$ cat src/rtl/scan_pkg.sv
// Shared types and constants for the channel scan sequencer.
package scan_pkg;

  localparam int DWELL_W_DEF = 8;
  localparam int N_CHAN      = 8;
  localparam int CHAN_W      = $clog2(N_CHAN);

  typedef enum logic [1:0] {
    IDLE = 2'd0,
    SCAN = 2'd1,
    DONE = 2'd2
  } scan_state_e;

  // Index of the lowest set bit; 0 when the mask is empty.
  function automatic logic [CHAN_W-1:0] lowest_chan(input logic [N_CHAN-1:0] m);
    lowest_chan = '0;
    for (int i = N_CHAN - 1; i >= 0; i--) begin
      if (m[i]) lowest_chan = CHAN_W'(i);
    end
  endfunction

endpackage

$ cat src/rtl/scan_seq_if.sv
// Control and decoder-drive signals of the scan sequencer.
interface scan_seq_if #(
  parameter int DWELL_W = scan_pkg::DWELL_W_DEF
);
  logic               start;
  logic               stop;
  logic               loop;
  logic [7:0]         mask;
  logic [DWELL_W-1:0] dwell;
  logic               enable;
  logic               a;
  logic               b;
  logic               c;
  logic               busy;
  logic               done;

  modport master (
    output start, stop, loop, mask, dwell,
    input  enable, a, b, c, busy, done
  );

  modport slave (
    input  start, stop, loop, mask, dwell,
    output enable, a, b, c, busy, done
  );
endinterface

$ cat src/rtl/next_chan_find.sv
// Finds the next higher enabled channel after cur_idx, or wraps to the lowest one.
module next_chan_find
  import scan_pkg::*;
(
  input  logic [N_CHAN-1:0] mask,
  input  logic [CHAN_W-1:0] cur_idx,
  output logic [CHAN_W-1:0] next_idx,
  output logic              wrap,
  output logic              found
);

  // NOTE: every output gets a default first, so no path leaves a latch behind.
  always_comb begin
    next_idx = lowest_chan(mask);
    wrap     = 1'b1;
    found    = |mask;
    // Walk downwards so the closest higher channel is the last one written.
    for (int i = N_CHAN - 1; i >= 0; i--) begin
      if (i > int'(cur_idx) && mask[i]) begin
        next_idx = CHAN_W'(i);
        wrap     = 1'b0;
      end
    end
  end

endmodule

$ cat src/rtl/scan_seq.sv
// Scan sequencer: steps a 3-to-8 decoder through the enabled channels with a fixed dwell.
module scan_seq
  import scan_pkg::*;
#(
  parameter int DWELL_W = DWELL_W_DEF
) (
  input logic       clk,
  input logic       rst_n,
  scan_seq_if.slave bus
);

  localparam logic [DWELL_W-1:0] ONE = DWELL_W'(1);

  scan_state_e        state, state_d;
  logic [CHAN_W-1:0]  chan, chan_d;
  logic [DWELL_W-1:0] cnt, cnt_d;
  logic [N_CHAN-1:0]  mask_q, mask_d;
  logic [DWELL_W-1:0] dwell_q, dwell_d;
  logic               loop_q, loop_d;
  logic               enable_q, enable_d;
  logic               busy_q, busy_d;
  logic               done_q, done_d;

  logic [DWELL_W-1:0] dwell_eff;
  logic [CHAN_W-1:0]  nf_next;
  logic               nf_wrap;
  logic               nf_found;

  assign dwell_eff = (dwell_q == '0) ? ONE : dwell_q;

  next_chan_find u_find (
    .mask     (mask_q),
    .cur_idx  (chan),
    .next_idx (nf_next),
    .wrap     (nf_wrap),
    .found    (nf_found)
  );

  always_comb begin
    state_d  = state;
    chan_d   = chan;
    cnt_d    = cnt;
    mask_d   = mask_q;
    dwell_d  = dwell_q;
    loop_d   = loop_q;
    enable_d = 1'b0;
    busy_d   = 1'b0;
    done_d   = 1'b0;

    unique case (state)
      IDLE: begin
        if (bus.start) begin
          mask_d  = bus.mask;
          dwell_d = bus.dwell;
          loop_d  = bus.loop;
          if (|bus.mask) begin
            state_d  = SCAN;
            chan_d   = lowest_chan(bus.mask);
            cnt_d    = ONE;
            enable_d = 1'b1;
            busy_d   = 1'b1;
          end else begin
            state_d = DONE;
            done_d  = 1'b1;
          end
        end
      end

      SCAN: begin
        // Abort wins over every other transition out of a dwell.
        if (bus.stop) begin
          state_d = IDLE;
          cnt_d   = '0;
        end else if (cnt < dwell_eff) begin
          cnt_d    = cnt + ONE;
          enable_d = 1'b1;
          busy_d   = 1'b1;
        end else if (nf_found && (!nf_wrap || loop_q)) begin
          chan_d   = nf_next;
          cnt_d    = ONE;
          enable_d = 1'b1;
          busy_d   = 1'b1;
        end else begin
          state_d = DONE;
          cnt_d   = '0;
          done_d  = 1'b1;
        end
      end

      DONE: state_d = IDLE;

      default: state_d = IDLE;
    endcase
  end

  // NOTE: reset is asynchronous (in the sensitivity list) and all state uses non-blocking <=.
  always_ff @(posedge clk or negedge rst_n) begin
    if (!rst_n) begin
      state    <= IDLE;
      chan     <= '0;
      cnt      <= '0;
      mask_q   <= '0;
      dwell_q  <= '0;
      loop_q   <= 1'b0;
      enable_q <= 1'b0;
      busy_q   <= 1'b0;
      done_q   <= 1'b0;
    end else begin
      state    <= state_d;
      chan     <= chan_d;
      cnt      <= cnt_d;
      mask_q   <= mask_d;
      dwell_q  <= dwell_d;
      loop_q   <= loop_d;
      enable_q <= enable_d;
      busy_q   <= busy_d;
      done_q   <= done_d;
    end
  end

  assign bus.enable              = enable_q;
  assign bus.busy                = busy_q;
  assign bus.done                = done_q;
  assign {bus.a, bus.b, bus.c}   = chan;

endmodule

$ cat src/flat_wrapper.sv
// flat-port wrapper written by rule: the top's interface ports become plain ports
module scan_seq_flat import scan_pkg::*;
#(
  parameter int DWELL_W = DWELL_W_DEF
)
  (clk, rst_n, bus_start, bus_stop, bus_loop, bus_mask, bus_dwell, bus_enable, bus_a, bus_b, bus_c, bus_busy, bus_done);
  scan_seq_if #(.DWELL_W(DWELL_W)) bus_i ();
  input logic clk;
  input logic rst_n;
  input wire logic [$bits(bus_i.start)-1:0] bus_start;
  input wire logic [$bits(bus_i.stop)-1:0] bus_stop;
  input wire logic [$bits(bus_i.loop)-1:0] bus_loop;
  input wire logic [$bits(bus_i.mask)-1:0] bus_mask;
  input wire logic [$bits(bus_i.dwell)-1:0] bus_dwell;
  output wire logic [$bits(bus_i.enable)-1:0] bus_enable;
  output wire logic [$bits(bus_i.a)-1:0] bus_a;
  output wire logic [$bits(bus_i.b)-1:0] bus_b;
  output wire logic [$bits(bus_i.c)-1:0] bus_c;
  output wire logic [$bits(bus_i.busy)-1:0] bus_busy;
  output wire logic [$bits(bus_i.done)-1:0] bus_done;
  assign bus_i.start = bus_start;
  assign bus_i.stop = bus_stop;
  assign bus_i.loop = bus_loop;
  assign bus_i.mask = bus_mask;
  assign bus_i.dwell = bus_dwell;
  assign bus_enable = bus_i.enable;
  assign bus_a = bus_i.a;
  assign bus_b = bus_i.b;
  assign bus_c = bus_i.c;
  assign bus_busy = bus_i.busy;
  assign bus_done = bus_i.done;
  scan_seq #(.DWELL_W(DWELL_W)) u_core (.clk(clk), .rst_n(rst_n), .bus(bus_i));
endmodule
$ cat config.mk
export PLATFORM = sky130hd
export DESIGN_NAME = scan_seq_flat
export DESIGN_NICKNAME = d
export VERILOG_FILES = /design/src/rtl/scan_pkg.sv /design/src/rtl/scan_seq_if.sv /design/src/rtl/next_chan_find.sv /design/src/rtl/scan_seq.sv /design/src/flat_wrapper.sv
export SDC_FILE = /design/constraint.sdc
export NUM_CORES = 1
export LEC_CHECK = 0
export CORE_ASPECT_RATIO = 0.9
export CORE_MARGIN = 10
export CORE_UTILIZATION = 58
export DETAILED_ROUTE_END_ITERATION = 10
export PLACE_DENSITY = 0.83
export SLEW_MARGIN = 20
export SYNTH_ARGS = -nofsm -noshare
export SYNTH_HDL_FRONTEND = slang
export SYNTH_SLANG_ARGS = --single-unit
$ cat constraint.sdc
create_clock -name clk -period 4.6 [get_ports clk]
set_input_delay 0.69 -clock clk [delete_from_list [all_inputs] [get_ports clk]]
set_output_delay 0.69 -clock clk [all_outputs]
set_load 0.02 [all_outputs]
==> results of run 1 <==
where the power goes:
part           internal [mW]  switching [mW]
Combinational          0.167           0.185
Sequential             0.335          0.0821
Clock                  0.122           0.101
Total                  0.624           0.368
worst reg2reg max path: cells and delay by family, from the launching register on:
kind            cells  cell delay (ns)
simple gates        1             0.13
fa+ha+maj           1             0.31
compound gates      3             1.01
mux                 1             0.33
flops               1             0.41
logic make-up (layout without fill, tap and decap cells):
| logic type | Yosys count | after routing |
|---|---|---|
| AO/OA/AOI/OAI | 61 | 61 |
| adder cells (fa/ha/maj) | 8 | 8 |
| buffers and inverters | 21 | 51 |
| flip-flops | 32 | 32 |
| multiplexers | 9 | 9 |
| AND/OR/NAND/NOR | 80 | 80 |
Yosys cell counts (all sizes together), types with 2 or more instances:
master  number
dfrtp       32
o21ai       25
nand2       23
nor2        16
inv         15
nand2b      10
a21oi        8
ha           8
mux2         8
nor4         8
clkbuf       5
nand3        5
a31oi        4
nor3         4
o31ai        4
a211oi       3
and3         3
nor2b        3
a221oi       2
a31o         2
a32o         2
nand4        2
o31a         2
or4          2
per-stage QoR:
stage	setup slack (ns)	utilization (%)	hold WS [ns]	std cells	total power, mW
floorplan	2.48	-	0.394	211	0.643
global placement	1.91	71.7	0.504	275	0.751
detailed placement	1.76	71.7	0.502	275	0.765
CTS	2.04	74.6	0.512	283	0.993
global route	1.83	74.6	0.536	283	1.05
finish	1.93	74.6	0.518	283	0.992
routing by layer:
| metal | vias up | wire length, um | GRT usage [%] |
|---|---|---|---|
| met4 | 0 | 74 | 5.37 |
| met2 | 75 | 2140 | 24.0 |
| met3 | 10 | 395 | 6.19 |
| li1 | 838 | - | - |
| met1 | 832 | 2090 | 21.3 |
| met5 | - | 0 | 0 |
final cells by class:
cell class | count | area [sq um]
repair buffers | 28 | 275
flip-flops and latches | 32 | 801
fillers | 232 | 798
well taps | 42 | 52.6
inverters | 15 | 56.3
multi-input cells | 158 | 1060
clock buffers | 8 | 90.1
final timing paths:
kind / startpoint / end / slack, ns / cells past startpoint
max: bus_mask[4] / u_core.cnt[6] / 1.93 / 7
min: u_core.cnt[3] / u_core.cnt[3] / 0.52 / 1
max reg2reg: u_core.cnt[3] / u_core.chan[0] / 2.29 / 6
min reg2reg: u_core.cnt[3] / u_core.cnt[3] / 0.52 / 1
max in group asynchronous: rst_n / u_core.mask_q[1] / 3.51 / 2
min in group asynchronous: rst_n / u_core.dwell_q[5] / 0.80 / 2
registers in the layout, summed over array words and instances (netlist names):
name	count
u_core.loop_q	1
u_core.chan	3
u_core.state	2
u_core.bus.enable	1
u_core.bus.done	1
u_core.dwell_q	8
u_core.cnt	8
u_core.mask_q	8
cell usage in the layout, fill, tap and decap left out, drive strengths merged, types with 2 or more instances in the layout:
cell type | netlist | layout
a211oi | 3 | 3
nand2 | 23 | 23
nand2b | 10 | 10
dfrtp | 32 | 32
buf | 1 | 2
a21oi | 8 | 8
a31o | 2 | 2
ha | 8 | 8
clkdlybuf4s50 | 0 | 26
or4 | 2 | 2
a32o | 2 | 2
nor2 | 16 | 16
nand4 | 2 | 2
nor3 | 4 | 4
nor4 | 8 | 8
o31a | 2 | 2
inv | 15 | 15
mux2 | 8 | 8
and3 | 3 | 3
nor2b | 3 | 3
a31oi | 4 | 4
o31ai | 4 | 4
a221oi | 2 | 2
o21ai | 25 | 25
nand3 | 5 | 5
clkbuf | 5 | 8
==> flow_summary_export.csv, run 1 <==
group,metric,value,unit
outcome,status,"completed",
sta,fmax,0.374,GHz
sta,finalSetupViolations,0,
cts,cts_tree,"built",
placement,portBuffers,26,
route,route.detailed.drc,0,
flow_run,cap_violations,0,
floorplan,dieHeight,74.9,um
cts,numCtsBuffers,5,
route,postRouteAntennaNets,0,
finish,antennaDiodeCount,0,
finish,syn_to_final_growth,20.4,%
floorplan,initial_core_util,61.9,%
sta,fin_skew,0.00527,ns
finish,drive_gt1_share,11.6,%
global_routing,grtUsageTotal,16.2,%
floorplan,io_pins,27,
route,wl,4700,um
setup_path,critPathLaunchType,"input pin",
sta,finalCritPeriodShare,58.1,%
power,p_leak,0.978,nW
setup_path,max_stage_delay,0.75,ns
yosys,synth_top_area_share,41.2,%
floorplan,core_area,3140,sq um
setup_path,arrival,2.86,ns
placement,finalWeightedCongestion,0.892,
yosys,ys_top_cells_by_area,"dfrtp_1 41%, o21ai_0 5.7%, ha_1 5.2%",
cts,postCtsSetupBuffers,0,
yosys,ys_types,46,
power,p_per_area,424,nW/um^2
route,avgRoutedWirePerCell,16.6,um
setup_path,crit_path_end_kind,"flip-flop",
yosys,ys_seq_area_share,41.2,%
sta,rsz0062_at_grt,"false",
finish,fin_area,2340,sq um
yosys,synth-warning-count,0,
yosys,yosys.area_share.simple,21.5,%
route,drtIter0Drc,215,
cts,root_buffer,"clkbuf_8",
setup_path,path_cells,"clkdlybuf4s50_1 > nor4_1 > nand2_1 > a31oi_1 > a41o_1 > nand2_1 > o31ai_1",
route,viasPerCell,6.20,
yosys,synth.area.mux_share,5.54,%
global_routing,antenna_found_initial,0,
yosys,synth_top_family_by_area,"compound AO/OA/AOI/OAI gates",
sta,slew_viol_final,0,
global_routing,grt_first_pass_wirelength,7710,um
yosys,synth.avg_cell_area,9.21,sq um
cts,cts.path.max_buffers,2,
sta,hold_viol,0,
cts,post_cts_resized,0,
floorplan,die_area,6070,sq um
setup_path,path_common_cell,"nand2_1",
global_routing,grt_max_degree,33,
yosys,synth-edff-count,0,
placement,hpwl,3560,um
cts,clk_latency,0.28,ns
setup_path,required,4.79,ns
yosys,synthAdderAreaFrac,5.15,%
yosys,synth_seq_cells,32,
worst_hold_path,hold_path_class,"reg2reg",
yosys,syn_area,1940,sq um
sta,worst_pin_slew,0.823,ns
yosys,synth_xor_xnor_area_share,0,%
setup_path,crit_type,"in2reg",
global_routing,grt_overflow,0,
floorplan,chipWidth,81.0,um
yosys,synth_nets,240,
route,vias,1755,
setup_path,worstPathMaxFanout,5,
sta,slew_headroom,44.6,%
yosys,ys.flop_type,"dfrtp_1",
yosys,syn_inst,211,
finish,final_nets,269,
yosys,synth_compound_area_share,22.3,%
global_routing,grt_pass1_vias,1586,
power,vdd_drop_max,0.380,mV
sta,setup_tns,0,ns
cts,path_clk_slew,0.06,ns
cts,hold_buffers,0,
route,drt_pass1_iterations,5,
setup_path,crit_path_top_delay_cell,"nor4_1",
yosys,yosys.area.top_type,"dfrtp_1",
yosys,synthArstFlopShare,100,%
cts,htreeDepth,2,
floorplan,fp-row-count,19,
sta,min_period,2.67,ns
setup_path,critPathTopFamily,"simple AND/OR/NAND/NOR gates",
placement,placed_cell_area,2250,sq um
setup_path,crit_buf_inv,1,
cts,clock-sinks,32,
No activity file was read; power rests on OpenSTA's default activity.
==> inputs of run 2 (changes only) <==
--- a/config.mk
+++ b/config.mk
@@ -7,9 +7,9 @@
 export LEC_CHECK = 0
 export CORE_ASPECT_RATIO = 0.9
 export CORE_MARGIN = 10
-export CORE_UTILIZATION = 58
+export CORE_UTILIZATION = 54
 export DETAILED_ROUTE_END_ITERATION = 10
-export PLACE_DENSITY = 0.83
+export PLACE_DENSITY = 0.78
 export SLEW_MARGIN = 20
 export SYNTH_ARGS = -nofsm -noshare
 export SYNTH_HDL_FRONTEND = slang
==> constraint.sdc (replaced) <==
create_clock -name clk -period 2.5 [get_ports clk]
set_input_delay 0.375 -clock clk [delete_from_list [all_inputs] [get_ports clk]]
set_output_delay 0.375 -clock clk [all_outputs]
set_load 0.02 [all_outputs]
==> run 2 against run 1 <==
Net effect:
- hold slack lost 0.030 ns
- count of clock-buffer cells in the layout decreased by 1
- routed wire length shrank 0.32%
- non-clock buffer count increased by 3
- clock skew shrank 0.0022 ns
- core utilization fell by 5.4 points
- global-route usage decreased by 2.0 points
- worst setup slack lost 1.7 ns
- critical path depth down 1
- sequential share of layout area fell by 0.45 points
- register-to-register slack lost 2.0 ns
- die area increased by 5.5%
- critical path type is now reg2reg
- largest cell class unchanged
==> flow_summary_export.csv, run 2 (same netlist as run 1, synthesis figures left out) <==
group,metric,value,unit
power,switching_share,35.9,%
route,route.detailed.drc,0,
finish,fin_cells,287,
floorplan,fp-row-count,20,
setup_path,rrSetupSlack,0.26,ns
floorplan,chipWidth,83.2,um
cts,numCtsBuffers,5,
power,internal-power,1.18,mW
placement,dp_cells,280,
power,power.share.clock,23.4,%
route,avgRoutedWirePerCell,16.3,um
global_routing,antenna_found_initial,0,
cts,root_buffer,"clkbuf_8",
sta,finalCritPeriodShare,89.6,%
sta,whs,0.488,ns
setup_path,required,2.67,ns
finish,fin_area,2370,sq um
route,postRouteAntennaNets,0,
sta,min_period,2.24,ns
sta,rsz0062_at_grt,"false",
power,switchingPower,0.661,mW
setup_path,critPathLaunchType,"flip-flop",
sta,setup_tns,0,ns
finish,reg_top3,"u_core.cnt: 8 flops, u_core.dwell_q: 8 flops, u_core.mask_q: 8 flops",
power,p_per_area,775,nW/um^2
flow_run,cap_violations,0,
cts,path_clk_slew,0.07,ns
power,total_power,1.84,mW
sta,hold_viol,0,
global_routing,grt_overflow,0,
worst_hold_path,hold_path_class,"in2async",
power,p_leak,0.999,nW
placement,portBuffers,26,
finish,final_cell_mix,"32 x dfrtp_1, 26 x clkdlybuf4s50_1, 23 x nand2_1",
finish,final_util,69.2,%
route,viasPerCell,6.12,
setup_path,crit_path_end_kind,"flip-flop",
power,vdd_drop_max,0.442,mV
placement,pre_cts_slack,0.251,ns
sta,slew_headroom,66.8,%
cts,post_cts_resized,0,
route,vias,1756,
power,pwr-share-comb,35.8,%
sta,finalSetupViolations,0,
cts,hold_buffers,0,
sta,fin_skew,0.00311,ns
cts,cts.path.max_buffers,2,
setup_path,worstPathMaxFanout,5,
route,drtIter0Drc,186,
setup_path,arrival,2.41,ns
power,seqPwrFrac,40.9,%
global_routing,grt_first_pass_wirelength,7710,um
floorplan,initial_core_util,56.7,%
sta,setup_slack,0.259,ns
cts,postCtsSetupBuffers,0,
outcome,status,"completed",
finish,final_common_cell,"dfrtp_1",
floorplan,core_area,3430,sq um
sta,worst_pin_slew,0.495,ns
global_routing,grt_max_degree,33,
setup_path,crit_type,"reg2reg",
placement,placed_cell_area,2270,sq um
route,drt_pass1_iterations,5,
placement,hpwl,3520,um
finish,antennaDiodeCount,0,
sta,slew_viol_final,0,
cts,clk_latency,0.28,ns
global_routing,grt_pass1_vias,1610,
finish,drive_gt1_share,13.2,%
route,wl,4690,um
global_routing,grtUsageTotal,14.2,%
sta,fmax,0.446,GHz
cts,htreeDepth,2,
cts,cts_tree,"built",
floorplan,dieHeight,76.9,um
floorplan,die_area,6400,sq um
cts,clock-sinks,32,
finish,final_nets,272,
placement,finalWeightedCongestion,0.911,
floorplan,io_pins,27,
finish,syn_to_final_growth,22.0,%
[run 2: final timing paths]
| check | from | to | cells past startpoint |
|---|---|---|---|
| worst min-delay path | rst_n | u_core.dwell_q[4] | 2 |
| worst min register to register | u_core.loop_q | u_core.loop_q | 1 |
| max in group asynchronous | rst_n | u_core.dwell_q[0] | 2 |
| worst max-delay path | u_core.cnt[3] | u_core.chan[0] | 6 |
| worst max register to register | u_core.cnt[3] | u_core.chan[0] | 6 |
| min in group clk | u_core.loop_q | u_core.loop_q | 1 |
[run 2: critical path, stage by stage, from the launching register on]
cell and delay (ns):
dfrtp_1 0.42, ha_1 0.31, o21ai_0 0.17, a221oi_4 0.46
nor2_2 0.11, o31ai_4 0.34, mux2_4 0.33
[run 2: cell type report]
| type | instances | area [sq um] |
|---|---|---|
| Tap cell | 44 | 55.1 |
| Timing Repair Buffer | 31 | 298 |
| Sequential cell | 32 | 801 |
| Fill cell | 277 | 1060 |
| Inverter | 15 | 56.3 |
| Clock buffer | 7 | 96.3 |
| Multi-Input combinational cell | 158 | 1060 |
[run 2: per-layer routing]
layer	GRT usage (%)	vias up	share of wire, %
met2	19.9	76	45
met4	4.59	0	1.8
met5	0	-	0
li1	-	841	-
met1	20.5	829	47
met3	3.27	10	5.9
[run 2: power by group through the flow]
stage          combinational, mW  clock [mW]  sequential (mW)
2_1_floorplan              0.448           0            0.735
3_3_place_gp               0.644           0            0.757
3_5_place_dp               0.658           0            0.755
4_1_cts                    0.659       0.435            0.746
5_1_grt                    0.725       0.463            0.768
6_report                   0.657       0.429            0.751
